==> src/rtl/fc_l2_arb_pkg.sv <==
// Shared types and the round-robin pick helper for the FC L2 port arbiter.
package fc_l2_arb_pkg;

  localparam int unsigned N_REQ_DFLT = 5;
  localparam int unsigned ID_W       = $clog2(N_REQ_DFLT);

  // The pick helper works on a fixed-width view so any N_REQ up to MAX_REQ can use it.
  localparam int unsigned MAX_REQ = 32;
  localparam int unsigned IDX_W   = 5;

  typedef struct packed {
    logic             valid;
    logic [IDX_W-1:0] idx;
  } rr_pick_t;

  // First set bit of req[n-1:0], searching from ptr upward and wrapping at n.
  function automatic rr_pick_t rr_pick(input logic [MAX_REQ-1:0] req,
                                       input logic [IDX_W-1:0]   ptr,
                                       input int unsigned        n);
    rr_pick_t    res;
    int unsigned cand;
    res = '0;
    for (int unsigned i = 0; i < MAX_REQ; i++) begin
      cand = 32'(ptr) + i;
      if (cand >= n) cand = cand - n;
      if ((i < n) && !res.valid && req[cand[IDX_W-1:0]]) begin
        res.valid = 1'b1;
        res.idx   = cand[IDX_W-1:0];
      end
    end
    return res;
  endfunction

endpackage

==> src/rtl/fc_l2_arb_id_fifo.sv <==
// Register-based in-order ID FIFO: remembers which requester issued each granted
// transaction so the matching response can be routed back.
module fc_l2_arb_id_fifo #(
  parameter int unsigned Depth = 4,
  parameter int unsigned Width = 3
) (
  input  logic             clk_i,
  input  logic             rst_i,
  input  logic             push_i,
  input  logic [Width-1:0] data_i,
  input  logic             pop_i,
  output logic [Width-1:0] head_o,
  output logic             full_o,
  output logic             empty_o
);

  localparam int unsigned PtrW = $clog2(Depth);
  localparam int unsigned CntW = PtrW + 1;

  logic [Width-1:0] mem_q [Depth];
  logic [PtrW-1:0]  wr_ptr_q, rd_ptr_q;
  logic [CntW-1:0]  cnt_q;
  logic             push_ok, pop_ok;

  // Status flags and qualified push/pop.
  always_comb begin
    full_o  = (cnt_q == CntW'(Depth));
    empty_o = (cnt_q == '0);
    push_ok = push_i & ~full_o;
    pop_ok  = pop_i & ~empty_o;
    head_o  = mem_q[rd_ptr_q];
  end

  // Storage array; contents are don't-care while empty, so no reset.
  always_ff @(posedge clk_i) begin
    if (push_ok) mem_q[wr_ptr_q] <= data_i;
  end

  // Pointers wrap naturally modulo Depth; count tracks occupancy.
  always_ff @(posedge clk_i) begin
    if (rst_i) begin
      wr_ptr_q <= '0;
      rd_ptr_q <= '0;
      cnt_q    <= '0;
    end else begin
      if (push_ok) wr_ptr_q <= wr_ptr_q + 1'b1;
      if (pop_ok)  rd_ptr_q <= rd_ptr_q + 1'b1;
      case ({push_ok, pop_ok})
        2'b10:   cnt_q <= cnt_q + 1'b1;
        2'b01:   cnt_q <= cnt_q - 1'b1;
        default: cnt_q <= cnt_q;
      endcase
    end
  end

endmodule

==> src/rtl/fc_l2_port_arbiter.sv <==
// Round-robin arbiter sharing one L2 TCDM master port between the FC core and
// HWPE master ports, with in-order response routing through an ID FIFO.
module fc_l2_port_arbiter
  import fc_l2_arb_pkg::*;
#(
  parameter int unsigned N_REQ      = 5,
  parameter int unsigned ADDR_WIDTH = 32,
  parameter int unsigned DATA_WIDTH = 32,
  parameter int unsigned BE_WIDTH   = 4,
  parameter int unsigned MAX_OUTST  = 4
) (
  input  logic                           clk_i,
  input  logic                           rst_i,
  input  logic [N_REQ-1:0]               req_i,
  input  logic [N_REQ*ADDR_WIDTH-1:0]    add_i,
  input  logic [N_REQ-1:0]               wen_i,
  input  logic [N_REQ*DATA_WIDTH-1:0]    wdata_i,
  input  logic [N_REQ*BE_WIDTH-1:0]      be_i,
  output logic [N_REQ-1:0]               gnt_o,
  output logic [N_REQ-1:0]               r_valid_o,
  output logic [DATA_WIDTH-1:0]          r_rdata_o,
  output logic                           r_opc_o,
  output logic                           l2_req_o,
  output logic [ADDR_WIDTH-1:0]          l2_add_o,
  output logic                           l2_wen_o,
  output logic [DATA_WIDTH-1:0]          l2_wdata_o,
  output logic [BE_WIDTH-1:0]            l2_be_o,
  input  logic                           l2_gnt_i,
  input  logic                           l2_r_valid_i,
  input  logic [DATA_WIDTH-1:0]          l2_r_rdata_i,
  input  logic                           l2_r_opc_i,
  output logic                           spurious_o
);

  localparam int unsigned IdW = $clog2(N_REQ);

  rr_pick_t       win;
  logic [IdW-1:0] win_id;
  logic [IdW-1:0] rr_ptr_q, rr_ptr_d;
  logic [IdW-1:0] fifo_head;
  logic           fifo_full, fifo_empty;
  logic           granted, pop;
  logic           spurious_q;

  // Winner selection, L2 request muxing and zero-latency grant/response routing.
  always_comb begin
    win        = rr_pick(MAX_REQ'(req_i), IDX_W'(rr_ptr_q), N_REQ);
    win_id     = IdW'(win.idx);
    l2_req_o   = (|req_i) & ~fifo_full & ~rst_i;
    granted    = l2_gnt_i & l2_req_o;
    pop        = l2_r_valid_i & ~fifo_empty;
    l2_add_o   = '0;
    l2_wen_o   = 1'b0;
    l2_wdata_o = '0;
    l2_be_o    = '0;
    if (win.valid) begin
      l2_add_o   = add_i[win_id*ADDR_WIDTH +: ADDR_WIDTH];
      l2_wen_o   = wen_i[win_id];
      l2_wdata_o = wdata_i[win_id*DATA_WIDTH +: DATA_WIDTH];
      l2_be_o    = be_i[win_id*BE_WIDTH +: BE_WIDTH];
    end
    gnt_o = '0;
    if (granted) gnt_o[win_id] = 1'b1;
    r_valid_o = '0;
    if (pop && !rst_i) r_valid_o[fifo_head] = 1'b1;
    r_rdata_o = l2_r_rdata_i;
    r_opc_o   = l2_r_opc_i;
    rr_ptr_d  = (win_id == IdW'(N_REQ - 1)) ? '0 : win_id + 1'b1;
    spurious_o = spurious_q;
  end

  // Round-robin pointer moves past the winner only on granted cycles.
  always_ff @(posedge clk_i) begin
    if (rst_i)        rr_ptr_q <= '0;
    else if (granted) rr_ptr_q <= rr_ptr_d;
  end

  // Sticky flag for a response that had no outstanding transaction to match.
  always_ff @(posedge clk_i) begin
    if (rst_i)                           spurious_q <= 1'b0;
    else if (l2_r_valid_i && fifo_empty) spurious_q <= 1'b1;
  end

  fc_l2_arb_id_fifo #(
    .Depth (MAX_OUTST),
    .Width (IdW)
  ) u_id_fifo (
    .clk_i   (clk_i),
    .rst_i   (rst_i),
    .push_i  (granted),
    .data_i  (win_id),
    .pop_i   (pop),
    .head_o  (fifo_head),
    .full_o  (fifo_full),
    .empty_o (fifo_empty)
  );

endmodule

==> config.mk <==
export PLATFORM = sky130hd
export DESIGN_NAME = fc_l2_port_arbiter
export DESIGN_NICKNAME = d
export VERILOG_FILES = /design/src/rtl/fc_l2_arb_pkg.sv /design/src/rtl/fc_l2_arb_id_fifo.sv /design/src/rtl/fc_l2_port_arbiter.sv
export SDC_FILE = /design/constraint.sdc
export NUM_CORES = 1
export LEC_CHECK = 0
export CAP_MARGIN = 25
export CORE_AREA = 2 2 195 197
export CTS_BUF_LIST = sky130_fd_sc_hd__clkbuf_4 sky130_fd_sc_hd__clkbuf_8 sky130_fd_sc_hd__clkbuf_16
export DETAILED_ROUTE_END_ITERATION = 7
export DIE_AREA = 0 0 197 199
export DONT_BUFFER_PORTS = 1
export HOLD_SLACK_MARGIN = 0.12
export PLACE_DENSITY_LB_ADDON = 0.1
export SETUP_SLACK_MARGIN = 0.5
export SLEW_MARGIN = 20
export SYNTH_ARGS = -nofsm -noshare
export SYNTH_HDL_FRONTEND = slang
export SYNTH_SLANG_ARGS = --single-unit
==> constraint.sdc <==
create_clock -name clk_i -period 6.7 [get_ports clk_i]
set_input_delay 0.335 -clock clk_i [delete_from_list [all_inputs] [get_ports clk_i]]
set_output_delay 0.335 -clock clk_i [all_outputs]
set_load 0.01 [all_outputs]
# ---- Word-level counts from Yosys, hierarchy flattened
# Memory sizes are Yosys's and may differ from the RTL's. A register that Yosys moved wholly into a read port is not among the register bits.
# Index checks and enable logic that the tools add are counted.
dict set report classes {
  n_mux 38
  bitwise 9
  n_eq_ne 4
  n_reduce_logical 16
  order_cmp 14
  shifts 3
  addsub 14
}
# op n
set ops {}
lappend ops {{$shiftx A160 B9 Y32} 2}
lappend ops {{$mux W32} 2}
lappend ops {{$mux W5} 7}
lappend ops {{$lt A5 B6 Y1 const B} 5}
lappend ops {{$mux W6} 5}
lappend ops {{$bmux W1 S5} 5}
lappend ops {{$shiftx A20 B6 Y4} 1}
lappend ops {{$sub A4 B3 Y5 const B} 4}
lappend ops {{$ge A4 B3 Y1 const B} 4}
lappend ops {{$mux W1} 11}
lappend ops {{$add A3 B2 Y4 const B} 2}
lappend ops {{$logic_and A1 B1 Y1} 8}
lappend ops {{$lt A3 B4 Y1 const B} 2}
lappend ops {{$add A3 B1 Y3 const B} 2}
lappend ops {{$and A1 B1 Y1} 6}
lappend ops {{$demux W1 S3} 2}
lappend ops {{$eq A3 B3 Y1 const B} 2}
lappend ops {{$ge A3 B1 Y1 const B} 2}
lappend ops {{$pmux W3 S2} 1}
lappend ops {{$logic_not A1 Y1} 5}
lappend ops {{$reduce_or A5 Y1} 1}
lappend ops {{$add A2 B1 Y2 const B} 2}
lappend ops {{$add A3 B1 Y4 const B} 1}
lappend ops {{$add A3 B3 Y4 const B} 1}
lappend ops {{12 further kinds} 15}
dict set report word_totals {
  ramBits 12
  ff_bits 11
  mem_count 1
  in_bits 387
}
# memory words width read_ports rd_clocked_by_memory_dff wr line_no
set mem_list {}
lappend mem_list {u_id_fifo.mem_q 4 3 1 1 1 fc_l2_arb_id_fifo.sv:20} ;# logic [Width-1:0] mem_q [Depth];

# ---- Logic depth before layout (Yosys ltp)
# Gate-level depths: netlist of run 1.
dict set report depth {
  ltp_word 22
  depth_mapped 18
}

# ---- By module
# A second synthesis of run 1 with hierarchy kept.
dict set report hier_totals {
  hier_cells 837
  hier_area_um2 6349.8
}
# mod area_each_um2 cells_each n_inst seq_area_each_um2
set modules_own_cells {}
lappend modules_own_cells {fc_l2_port_arbiter 5436.5 768 1 80.1}
lappend modules_own_cells {fc_l2_arb_id_fifo 913.4 69 1 540.5}

# ---- Least setup slack after synthesis of run 1
# No wires, ideal clock.
dict set report synth_path {
  path_kind {register -> output}
  start {register rr_ptr_q[2]}
  end {output port l2_add_o[0]}
  path_slack_ps 2157
  arrival_ps 4208
  n_path_buf 3
  path_stages_with_launch 16
  path_cell_list {dfxtp_1 > buf_2 > clkbuf_1 > inv_1 > ha_1 > a211o_1 > a211o_1 > a2111oi_0 > a31oi_1 > o21a_1 > nor4_1 > a31oi_4 > inv_2 > buf_1 > nand3_1 > a221oi_1}
}
dict set report synth_between {
  elab_chain_len 19
  elab_cells_between_ends 44
  classes_between {add/sub (9); order compare (5); shift (1); mux (21); reduce/logical (8)}
}
# element line_no
set synth_rtl {}
lappend synth_rtl {{start, declared} fc_l2_port_arbiter.sv:39} ;# logic [IdW-1:0] rr_ptr_q, rr_ptr_d;
lappend synth_rtl {{start signal, assigned} fc_l2_port_arbiter.sv:75} ;# else if (granted) rr_ptr_q <= rr_ptr_d;
lappend synth_rtl {{branches (longest 16 deep; another with $sub A4 B3 Y5)} n/a}
lappend synth_rtl {{$mux W6 (*)} fc_l2_arb_pkg.sv:26} ;# if ((i < n) && !res.valid && req[cand[IDX_W-1:0]]) begin
lappend synth_rtl {{$shiftx A160 B9 Y32} fc_l2_port_arbiter.sv:57} ;# l2_add_o = add_i[win_id*ADDR_WIDTH +: ADDR_WIDTH];
lappend synth_rtl {{$mux W32 (*)} fc_l2_port_arbiter.sv:56} ;# if (win.valid) begin
lappend synth_rtl {{end, declared} fc_l2_port_arbiter.sv:24} ;# output logic [ADDR_WIDTH-1:0] l2_add_o,
# Every way passes the cells marked *. The select of a mux whose other input is x is not followed.

# ---- Worst setup path after layout of run 1
dict set report layout_path {
  start {register rr_ptr_q[2]}
  end {output port l2_wen_o}
}
dict set report layout_between {
  elab_chain_len 20
  elab_cells_between_ends 45
  classes_between {add/sub (9); order compare (5); mux (23); reduce/logical (8)}
}
# element line_no
set layout_rtl {}
lappend layout_rtl {{branches (longest 16 deep; another with $sub A4 B3 Y5)} n/a}
lappend layout_rtl {{$mux W6 (*)} fc_l2_arb_pkg.sv:26}
lappend layout_rtl {{$bmux W1 S3} fc_l2_port_arbiter.sv:58} ;# l2_wen_o = wen_i[win_id];
lappend layout_rtl {{$mux W1 (implied by the code)} fc_l2_port_arbiter.sv:58}
lappend layout_rtl {{$mux W1 (*)} fc_l2_port_arbiter.sv:56}
lappend layout_rtl {{end, declared} fc_l2_port_arbiter.sv:25} ;# output logic l2_wen_o,
# Marks and branches as above.

==> results of run 1 <==
## cells by family after synthesis
logic type | Yosys count | share of synthesized area
simple gates | 177 | 0.163
buf+inv | 132 | 0.125
xor+xnor | 10 | 0.0155
mux | 83 | 0.159
compound gates | 225 | 0.374
flops | 25 | 0.110
fa+ha+maj | 23 | 0.0537
## per-stage QoR
stage	setup WS, ns	instance area (um^2)	utilization	power [mW]
2_1_floorplan	2.16	5640	-	4.48
4_1_cts	0.733	6150	0.166	6.32
3_3_place_gp	1.09	6060	0.163	6.11
5_1_grt	0.502	6180	0.166	6.74
6_report	0.920	6180	0.166	6.28
3_5_place_dp	1.04	6060	0.163	6.16
## metal layers
metal | share of wire | GRT usage | vias up
met1 | 0.39 | 0.168 | 2880
met4 | 0.028 | 0.0356 | 0
met2 | 0.52 | 0.258 | 330
li1 | - | - | 2611
met3 | 0.062 | 0.0251 | 55
met5 | 0 | 0 | -
## worst register-to-register path, cell delays in order (launching register included)
cell and delay (ns):
dfxtp_1 0.34, clkinv_1 0.34, ha_1 0.37, ha_1 0.48
a211o_1 0.40, a211o_1 0.33, a2111oi_0 0.42, a31oi_1 0.11
o21a_1 0.28, nor4_2 0.45, a31oi_4 0.09, buf_16 0.27
ha_1 0.81, or3_1 0.35, a311oi_1 0.27
## worst paths after layout
| kind | slack (ns) | end | depth (start not counted) |
|---|---|---|---|
| max | 0.92 | l2_wen_o | 13 |
| min | 0.14 | spurious_o | 1 |
| max reg2reg | 1.30 | rr_ptr_q[2] | 14 |
| min reg2reg | 0.49 | u_id_fifo.wr_ptr_q[1] | 2 |
## registers in the layout, summed over array words and instances, names as in the netlist, named ones only
| register | flops |
|---|---|
| u_id_fifo.mem_q | 12 |
| rr_ptr_q | 3 |
| u_id_fifo.cnt_q | 3 |
| u_id_fifo.rd_ptr_q | 2 |
| u_id_fifo.wr_ptr_q | 2 |
| spurious_o | 1 |
## repair_timing
action | in CTS | in global routing
setup buffers | 0 | 0
endpoints found under the hold margin | 0 | 0
hold buffers | 0 | 0
endpoints found under the setup margin | 0 | 67
resized for setup | 0 | 5
## synthesized netlist by cell type (all sizes together), types with 3 or more instances
cell type	number	area, um^2
a2111oi	4	41.3
a211o	6	52.6
a21o	3	22.5
a21oi	20	100
a221oi	137	1440
a311oi	3	32.5
a31oi	3	33.8
and3	7	43.8
buf	67	460
clkbuf	41	154
dfxtp	13	260
edfxtp	12	360
ha	21	263
inv	22	82.6
mux2i	76	761
mux4	5	113
nand2	20	75.1
nand2b	9	56.3
nand3	73	365
nand3b	3	22.5
nor2	26	97.6
nor2b	5	31.3
nor3	8	40.0
nor3b	4	30.0
nor4	4	25.0
o211ai	6	45.0
o21ai	11	55.1
o31ai	4	30.0
or2	5	31.3
or3	3	18.8
xnor2	5	43.8
xor2	5	43.8
## power by group through the flow
stage	clock [mW]	combinational (mW)	sequential, mW
3_3_place_gp	0	5.86	0.246
3_5_place_dp	0	5.92	0.247
4_1_cts	0.141	5.94	0.245
6_report	0.136	5.90	0.244
5_1_grt	0.144	6.35	0.249
2_1_floorplan	0	4.24	0.238
## cell type report
class | instances | area [um^2] | area share
multi-input combinational | 518 | 4350 | 0.704
timing repair buffer | 50 | 430 | 0.0697
tap | 474 | 593 | 0.0960
inverter | 24 | 91.3 | 0.0148
clock buffer | 4 | 82.6 | 0.0134
antenna | 3 | 7.51 | 0.00122
sequential | 25 | 622 | 0.101
==> impl_results.md, run 1 <==
- Vias: 5876
- Vias in the first global route: 5594
- Max incr delay on CP: 0.65 ns
- Share of layout cells above drive strength 1: 0.192
- Die ar.: 39200 um^2
- Clock buffer count from CTS: 3
- CTS Buffer Depth: 2
- Mapped Avg Cell Area: 8.36 um^2
- Gate power share: 0.940
- Starting Density: 0.152
- DR iter-0 viols: 382
- Clock root buffer: clkbuf_16
- Top_reg_cell synth: dfxtp_1
- Sequential element share of the synthesized area: 0.110
- Setup_tns: 0 ns
- H-tree Lvls: 1
- Port Buffers: 0
- HP Start: rst_i
- Worst EP required: 6.36 ns
- Post-Syn Area: 5640 um^2
- Io pins: 501
- Max-cap violation count: 0
- Worst skew pair latency: 0.26 ns
- # setup viols final: 0
- Worst hold slack: 0.139 ns
- Critical path startpoint category: flop
- Clk_skew: 0.00514 ns
- RSZ-0062 raised after global routing: no
- R2r startpoint: rr_ptr_q[0]
- Slowest CP cell: or4b_1
- Status: completed
- WP buf/inv: 3
- Seq pwr share: 0.039
- Post-route DRC violation count: 0
- Crit-path max FO: 143
- Via density: 5.35
- Die Y: 199 um
- Cell variety after synth: 73
- ANT nets after route: 0
- Power per cell area: 1020 nW/um^2
- EDFF count, synth: 12
- CTS tree: done
- Total Routing Usage GR: 0.141
- Cells after Synth: 675
- Half-perimeter wire length after placement: 24300 um
- Synth Register Bits: 25
- Switching share of power: 0.570
- Peak Freq: 173 MHz
- CP Class: reg2out
- Slew Viols, Final: 0
- Tightest Pin Transition: 0.979 ns
- Initial antenna violation count: 5
- Commonest non-fill, non-tap cells in the layout: 98 x a221oi_1, 76 x mux2i_1, 73 x nand3_1, 45 x buf_4, 39 x a221oi_2
- Most frequent CP cell: buf_4
- Final Cycle Share: 0.863
- Final hold viol count: 0
- Critical path arrival: 5.45 ns
- Worst vdd ir: 696 uV
- HP Class: in2reg
- Sw Pwr: 3.58 mW
- Area Growth Syn to Fin: 9.54%
- Routed wire length per instance: 27.9 um
- Die extent in x: 197 um
- Min cycle time layout: 5.78 ns
- Commonest non-fill, non-tap cell in the layout: a221oi_1
- Non-Filler Instances: 1098
- First-pass GRT wire length: 40600 um
- Total gr overflow: 0
- P_int: 2.70 mW
- Dpl cells: 1090
- Cell Rows: 71
- Clock share of power: 0.022
- Synth Warn #: 0
- Layout Nets: 1032
- Post-Syn Nets: 1085
- Crit path cell chain: buf_4 -> ha_1 -> or4b_1 -> o22a_1 -> a311oi_2 -> a311o_2 -> o2111ai_2 -> o41a_1 -> a31oi_4 -> buf_16 -> mux2i_1 -> a221oi_1 -> buf_4
- Pre-antenna DRT Iters: 5
- Critical path origin: rr_ptr_q[2]
- Routed WL: 30600 um
- Clock Sinks: 25
- CTS clk-pin slew, worst paths: 0.06 ns
- Largest net degree at the start of global routing: 144
- Core Area: 37100 um^2
- Rel. slew slack: 0.347
- Crit end category: output port
- Leak Pwr: 2.05 nW
- Top cell family by delay on the critical path: compound AO/OA/AOI/OAI gates
- GPL Wtd Cong: 0.781
- FFs w/ async S/R, synth: 0
- Fillers: 4142
Note: power is estimated with default switching activity, not from simulation.
==> run 2, diff against run 1 <==
--- a/config.mk
+++ b/config.mk
@@ -16,3 +16,2 @@
 export SETUP_SLACK_MARGIN = 0.5
-export SLEW_MARGIN = 20
 export SYNTH_ARGS = -nofsm -noshare
--- a/constraint.sdc
+++ b/constraint.sdc
@@ -3,2 +3,2 @@
 set_output_delay 0.335 -clock clk_i [all_outputs]
-set_load 0.01 [all_outputs]
+set_load 0.005 [all_outputs]
==> run 2 against run 1 <==
Compared with the run above: flip-flop and latch count unchanged; utilization decreased by 0.56 points; sequential share of layout area increased by 0.33 points; sequential power decreased by 2%; critical path type unchanged; largest cell class unchanged; highest routed layer is now met5.
==> impl_results.md, run 2 (same netlist as run 1, synthesis figures left out) <==
- Top cell family by delay on the critical path: compound AO/OA/AOI/OAI gates
- Max-cap violation count: 0 (unchanged)
- Worst EP required: 6.36 ns (about the same)
- Area Growth Syn to Fin: 5.88%
- WP buf/inv: 4 (+1)
- Total gr overflow: 0 (unchanged)
- Vias: 5763 (-1.9%)
- Power per cell area: 905 nW/um^2 (-11%)
- Total Routing Usage GR: 0.141 (+0.000470)
- Via density: 5.36 (+0.18%)
- Starting Density: 0.152 (unchanged)
- Fin util: 0.161 (-0.00556)
- Worst hold slack: 0.134 ns (-0.00484 ns)
- Hold_buf cts: 0 (unchanged)
- Final setup margin: 0.783 ns (-0.137 ns)
- First-pass GRT wire length: 40800 um (+0.48%)
- Fin area: 5970 um^2 (-3.3%)
- Critical path startpoint category: flop
- Seq pwr share: 0.044 (+0.005)
- Max incr delay on CP: 0.56 ns (-0.09 ns)
- Commonest non-fill, non-tap cells in the layout: 98 x a221oi_1, 76 x mux2i_1, 73 x nand3_1, 39 x a221oi_2, 26 x nor2_1
- Slew Viols, Final: 0 (unchanged)
- Final hold viol count: 0 (unchanged)
- Dpl cell area: 5870 um^2 (-3.2%)
- GPL Wtd Cong: 0.818 (+4.8%)
- Max FFs per register: 12 (unchanged)
- Initial antenna violation count: 8 (+3)
- Tightest Pin Transition: 1.09 ns (+0.107 ns)
- Slowest CP cell: a21oi_1
- Critical path arrival: 5.58 ns (+0.13 ns)
- Cell Rows: 71 (unchanged)
- Worst skew pair latency: 0.26 ns (about the same)
- Port Buffers: 0 (unchanged)
- Commonest non-fill, non-tap cell in the layout: a221oi_1
- Gate power share: 0.930 (-0.010)
- Clock root buffer: clkbuf_16
- Final Cycle Share: 0.883 (+0.0204)
- RSZ-0062 raised after global routing: yes
- Crit end category: output port
- Peak Freq: 169 MHz (-2.3%)
- Post-CTS Setup Repair Bufs: 0 (unchanged)
- Most flop-heavy register: u_id_fifo.mem_q
- Setup_tns: 0 ns (unchanged)
- Vias in the first global route: 5699 (+1.9%)
- Fillers: 4198 (+1.4%)
- Pre-antenna DRT Iters: 5 (unchanged)
- Crit path cell chain: inv_2 -> ha_1 -> inv_1 -> ha_1 -> a21o_1 -> or4_1 -> o311a_1 -> a21oi_1 -> o2111ai_2 -> o41a_1 -> a31oi_4 -> buf_12 -> mux2i_1 -> a221oi_2 -> buf_4
- CTS clk-pin slew, worst paths: 0.07 ns (about the same)
- Post-route DRC violation count: 0 (unchanged)
- Core Area: 37100 um^2 (unchanged)
- Sw Pwr: 3.09 mW (-14%)
- Layout Nets: 1007 (-2.4%)
- Die ar.: 39200 um^2 (unchanged)
- Io pins: 501 (unchanged)
- Half-perimeter wire length after placement: 24500 um (+0.77%)
- # setup viols final: 0 (unchanged)
- DR iter-0 viols: 358 (-6.3%)
- Dpl cells: 1066 (-2.2%)
- P_int: 2.31 mW (-15%)
- ANT nets after route: 0 (unchanged)
- Min cycle time layout: 5.92 ns (+0.137 ns)
- CP Class: reg2out
- Clock Sinks: 25 (unchanged)
- Crit-path max FO: 133 (-7.0%)
- Switching share of power: 0.572 (+0.00289)
- Leak Pwr: 1.92 nW (-6.2%)
- Tot Pwr: 5.40 mW (-14%)
- Die Y: 199 um (unchanged)
- Non-Filler Instances: 1075 (-2.1%)
- HP Class: in2reg
- H-tree Lvls: 1 (unchanged)
- Biggest regs: u_id_fifo.mem_q: 12 flops, rr_ptr_q: 3 flops, u_id_fifo.cnt_q: 3 flops
- Clk_skew: 0.00789 ns (+0.00275 ns)
- Clock buffer count from CTS: 3 (unchanged)
- Share of layout cells above drive strength 1: 0.154 (-0.0373)
- Rel. slew slack: 0.276 (-0.0713)
- Most frequent CP cell: ha_1
- Worst vdd ir: 818 uV (+18%)
- Largest net degree at the start of global routing: 134 (-6.9%)
- CTS tree: done
- Routed WL: 30500 um (-0.57%)
- Clock share of power: 0.026 (+0.004)
- Routed wire length per instance: 28.3 um (+1.6%)
- CTS Buffer Depth: 2 (unchanged)
- Post_cts resized: 0 (unchanged)
- Pre-CTS WS: 1.15 ns (+0.114 ns)
- Status: completed
- Die extent in x: 197 um (unchanged)
run 2: path summary, 6_finish.rpt:
check / slack (ns) / cells past startpoint / endpoint / from
worst max-delay path: 0.78 / 15 / l2_wdata_o[3] / rr_ptr_q[1]
worst min-delay path: 0.13 / 1 / rr_ptr_q[1] / rst_i
worst max register to register: 1.51 / 16 / rr_ptr_q[2] / rr_ptr_q[1]
worst min register to register: 0.50 / 2 / u_id_fifo.wr_ptr_q[1] / u_id_fifo.wr_ptr_q[1]
run 2: cell type report:
type | instances | area, um^2 | area share
clock inverter | 1 | 8.76 | 0.00147
timing repair buffer | 25 | 225 | 0.0377
sequential | 25 | 621 | 0.104
inverter | 24 | 91.3 | 0.0153
antenna | 5 | 12.5 | 0.00210
multi-input combinational | 518 | 4350 | 0.728
clock buffer | 3 | 75.1 | 0.0126
tap | 474 | 593 | 0.0993
run 2: worst register-to-register path, cell delays in order (launching register included):
cell       delay (ns)
dfxtp_1          0.47
inv_2            0.28
ha_1             0.21
inv_1            0.05
ha_1             0.24
a21o_1           0.22
or4_1            0.40
o311a_1          0.18
a21oi_1          0.56
o2111ai_2        0.36
o41a_1           0.56
a31oi_4          0.25
inv_2            0.19
buf_12           0.22
ha_1             0.27
or3_1            0.37
a311oi_1         0.27
run 2: power by group through the flow:
stage / Combinational, mW / Sequential [mW] / Clock, mW
6_report: 5.03 / 0.238 / 0.139
5_1_grt: 5.44 / 0.242 / 0.150
4_1_cts: 5.07 / 0.239 / 0.144
3_5_place_dp: 5.05 / 0.242 / 0
3_3_place_gp: 5.00 / 0.242 / 0
2_1_floorplan: 3.89 / 0.237 / 0
run 2: metal layers:
| metal | global-route usage | share of wire | vias to the layer above |
|---|---|---|---|
| met3 | 0.0293 | 0.069 | 48 |
| met2 | 0.254 | 0.51 | 331 |
| met5 | 0 | 0.00026 | - |
| met4 | 0.0384 | 0.026 | 2 |
| met1 | 0.169 | 0.39 | 2822 |
| li1 | - | - | 2560 |
==> run 3, diff against run 2 <==
--- a/constraint.sdc
+++ b/constraint.sdc
@@ -3,2 +3,2 @@
 set_output_delay 0.335 -clock clk_i [all_outputs]
-set_load 0.005 [all_outputs]
+set_load 0.05 [all_outputs]
==> run 3 against run 2 <==
Compared with the run above: flip-flop and latch count unchanged; hold slack gained 0.0035 ns; worst setup slack better by 0.065 ns; via count up 5.3%; routed wire length is 1.4% higher; critical path depth decreased by 2; first-iteration DRC count is 21% higher; clock skew decreased by 0.0023 ns; final cell count rose by 6.1%; die area unchanged; register-to-register slack improved by 0.16 ns; cell area increased by 9.7%; critical endpoint is now l2_add_o[6]; largest cell class unchanged.
==> impl_results.md, run 3 (same netlist as run 1, synthesis figures left out) <==
- Status: completed
- RSZ-0062 raised after global routing: no
- CTS Buffer Depth: 2 (unchanged)
- Port Buffers: 0 (unchanged)
- Half-perimeter wire length after placement: 24700 um (+1.1%)
- Area Growth Syn to Fin: 16.2%
- Most frequent CP cell: buf_4
- Core Area: 37100 um^2 (unchanged)
- DR iter-0 viols: 434 (+21%)
- Most flop-heavy register: u_id_fifo.mem_q
- Io pins: 501 (unchanged)
- HP Class: in2reg
- Min cycle time layout: 5.85 ns (-0.0652 ns)
- Final Cycle Share: 0.873 (-0.00973)
- Starting Density: 0.152 (unchanged)
- Via density: 5.32 (-0.75%)
- Crit end category: output port
- Dpl cell area: 6440 um^2 (+9.7%)
- Share of layout cells above drive strength 1: 0.259 (+0.105)
- Total gr overflow: 0 (unchanged)
- Met1 Use GR: 0.173 (+0.00353)
- First-pass GRT wire length: 41600 um (+1.9%)
- Commonest non-fill, non-tap cell in the layout: a221oi_1
- Non-Filler Instances: 1141 (+6.1%)
- Layout Nets: 1074 (+6.7%)
- WP buf/inv: 3 (-1)
- Grt met3 use: 0.0270 (-0.00237)
- Clk_skew: 0.00556 ns (-0.00232 ns)
- Vias in the first global route: 5901 (+3.5%)
- Vias: 6071 (+5.3%)
- Peak Freq: 171 MHz (+1.1%)
- Clock buffer count from CTS: 3 (unchanged)
- Worst EP required: 6.36 ns (about the same)
- Max FFs per register: 12 (unchanged)
- Dpl cells: 1132 (+6.2%)
- Initial antenna violation count: 8 (unchanged)
- Met2 GRT Util: 0.261 (+0.00681)
- Clock root buffer: clkbuf_16
- Die ar.: 39200 um^2 (unchanged)
- Critical path startpoint category: flop
- Clock Sinks: 25 (unchanged)
- ANT nets after route: 0 (unchanged)
- Fin area: 6550 um^2 (+9.7%)
- GPL Wtd Cong: 0.792 (-3.2%)
- Post-CTS Setup Repair Bufs: 0 (unchanged)
- Die extent in x: 197 um (unchanged)
- Routed wire length per instance: 27.1 um (-4.5%)
- Crit-path max FO: 74 (-44%)
- Crit path cell chain: buf_4 -> ha_1 -> nand2b_1 -> o22ai_1 -> or2_2 -> a311o_2 -> or2_2 -> a211o_1 -> a22oi_2 -> buf_4 -> nand3_1 -> a221oi_1 -> buf_4
- Cell Rows: 71 (unchanged)
- Tightest Pin Transition: 0.983 ns (-0.103 ns)
- Setup_tns: 0 ns (unchanged)
- Slew Viols, Final: 0 (unchanged)
- CP Class: reg2out
- Worst skew pair latency: 0.26 ns (about the same)
- Slowest CP cell: ha_1
- CTS tree: done
- H-tree Lvls: 1 (unchanged)
- Post-route DRC violation count: 0 (unchanged)
- Rel. slew slack: 0.345 (+0.0685)
- # setup viols final: 0 (unchanged)
- Biggest regs: u_id_fifo.mem_q: 12 flops, rr_ptr_q: 3 flops, u_id_fifo.cnt_q: 3 flops
- Pre-antenna DRT Iters: 7 (+2)
- Max-cap violation count: 0 (unchanged)
- Max incr delay on CP: 0.73 ns (+0.17 ns)
- CTS clk-pin slew, worst paths: 0.07 ns (about the same)
- Critical path arrival: 5.52 ns (-0.06 ns)
- Largest net degree at the start of global routing: 144 (+7.5%)
- Total Routing Usage GR: 0.143 (+0.00239)
- Final hold viol count: 0 (unchanged)
- Routed WL: 30900 um (+1.4%)
- Commonest non-fill, non-tap cells in the layout: 92 x a221oi_1, 88 x buf_4, 76 x mux2i_1, 73 x nand3_1, 45 x a221oi_2
- Top cell family by delay on the critical path: compound AO/OA/AOI/OAI gates
- Worst hold slack: 0.138 ns (+0.00352 ns)
- GR peak layer: met2
- Die Y: 199 um (unchanged)
## run 3: cell count changes in the layout (fill, tap and decap cells not counted), moves of 2 or more
cell,previous run,this run
a221oi_1,98,92
a221oi_2,39,45
buf_4,22,88
nor3_1,7,4
nor3_2,1,4
nor3b_1,4,2
nor3b_2,0,2
## run 3: cell type report
cell class                      instances  area (um^2)
Clock buffer                            4         82.6
Antenna cell                            4         10.0
Inverter                               24         96.3
Timing Repair Buffer                   92          731
Tap cell                              474          593
Multi-Input combinational cell        518         4420
Fill cell                            4190        30600
Sequential cell                        25          622
## run 3: metal layers
layer	up-vias	wire length (um)
met4	2	693
met2	333	15900
met5	-	12
met3	48	1940
met1	2997	12300
li1	2691	-
## run 3: what timing repair did
action | in CTS | in global routing
endpoints found under the setup margin | 0 | 63
gates resized for setup | 0 | 4
endpoints found under the hold margin | 0 | 1
hold buffers | 0 | 1
## run 3: path summary, 6_finish.rpt
kind | slack (ns) | endpoint | from | depth (start not counted)
max | 0.85 | l2_add_o[6] | rr_ptr_q[2] | 13
min | 0.14 | u_id_fifo.cnt_q[2] | rst_i | 1
max reg2reg | 1.67 | rr_ptr_q[2] | rr_ptr_q[0] | 14
min reg2reg | 0.50 | u_id_fifo.wr_ptr_q[1] | u_id_fifo.wr_ptr_q[1] | 2
## run 3: worst register-to-register path: stages (launching register included)
cell and delay [ns]:
dfxtp_1 0.39, clkinvlp_4 0.28, ha_1 0.32, ha_1 0.47, a211o_1 0.39, a211o_1 0.35
a2111oi_0 0.41, a31oi_1 0.11, o21a_1 0.27, nor4_1 0.55, a31oi_4 0.08, buf_12 0.31
ha_1 0.36, or3_1 0.35, a311oi_1 0.28
## run 3: metrics by stage
step,setup slack (ns),utilization
6_report,0.848,0.176
5_1_grt,0.533,0.176
4_1_cts,0.653,0.176
3_5_place_dp,0.957,0.174
3_3_place_gp,1.02,0.174
2_1_floorplan,1.05,-
Power of run 3 is not shown: default switching activity piles up to over one toggle a cycle in this logic, so the estimate is an artifact.
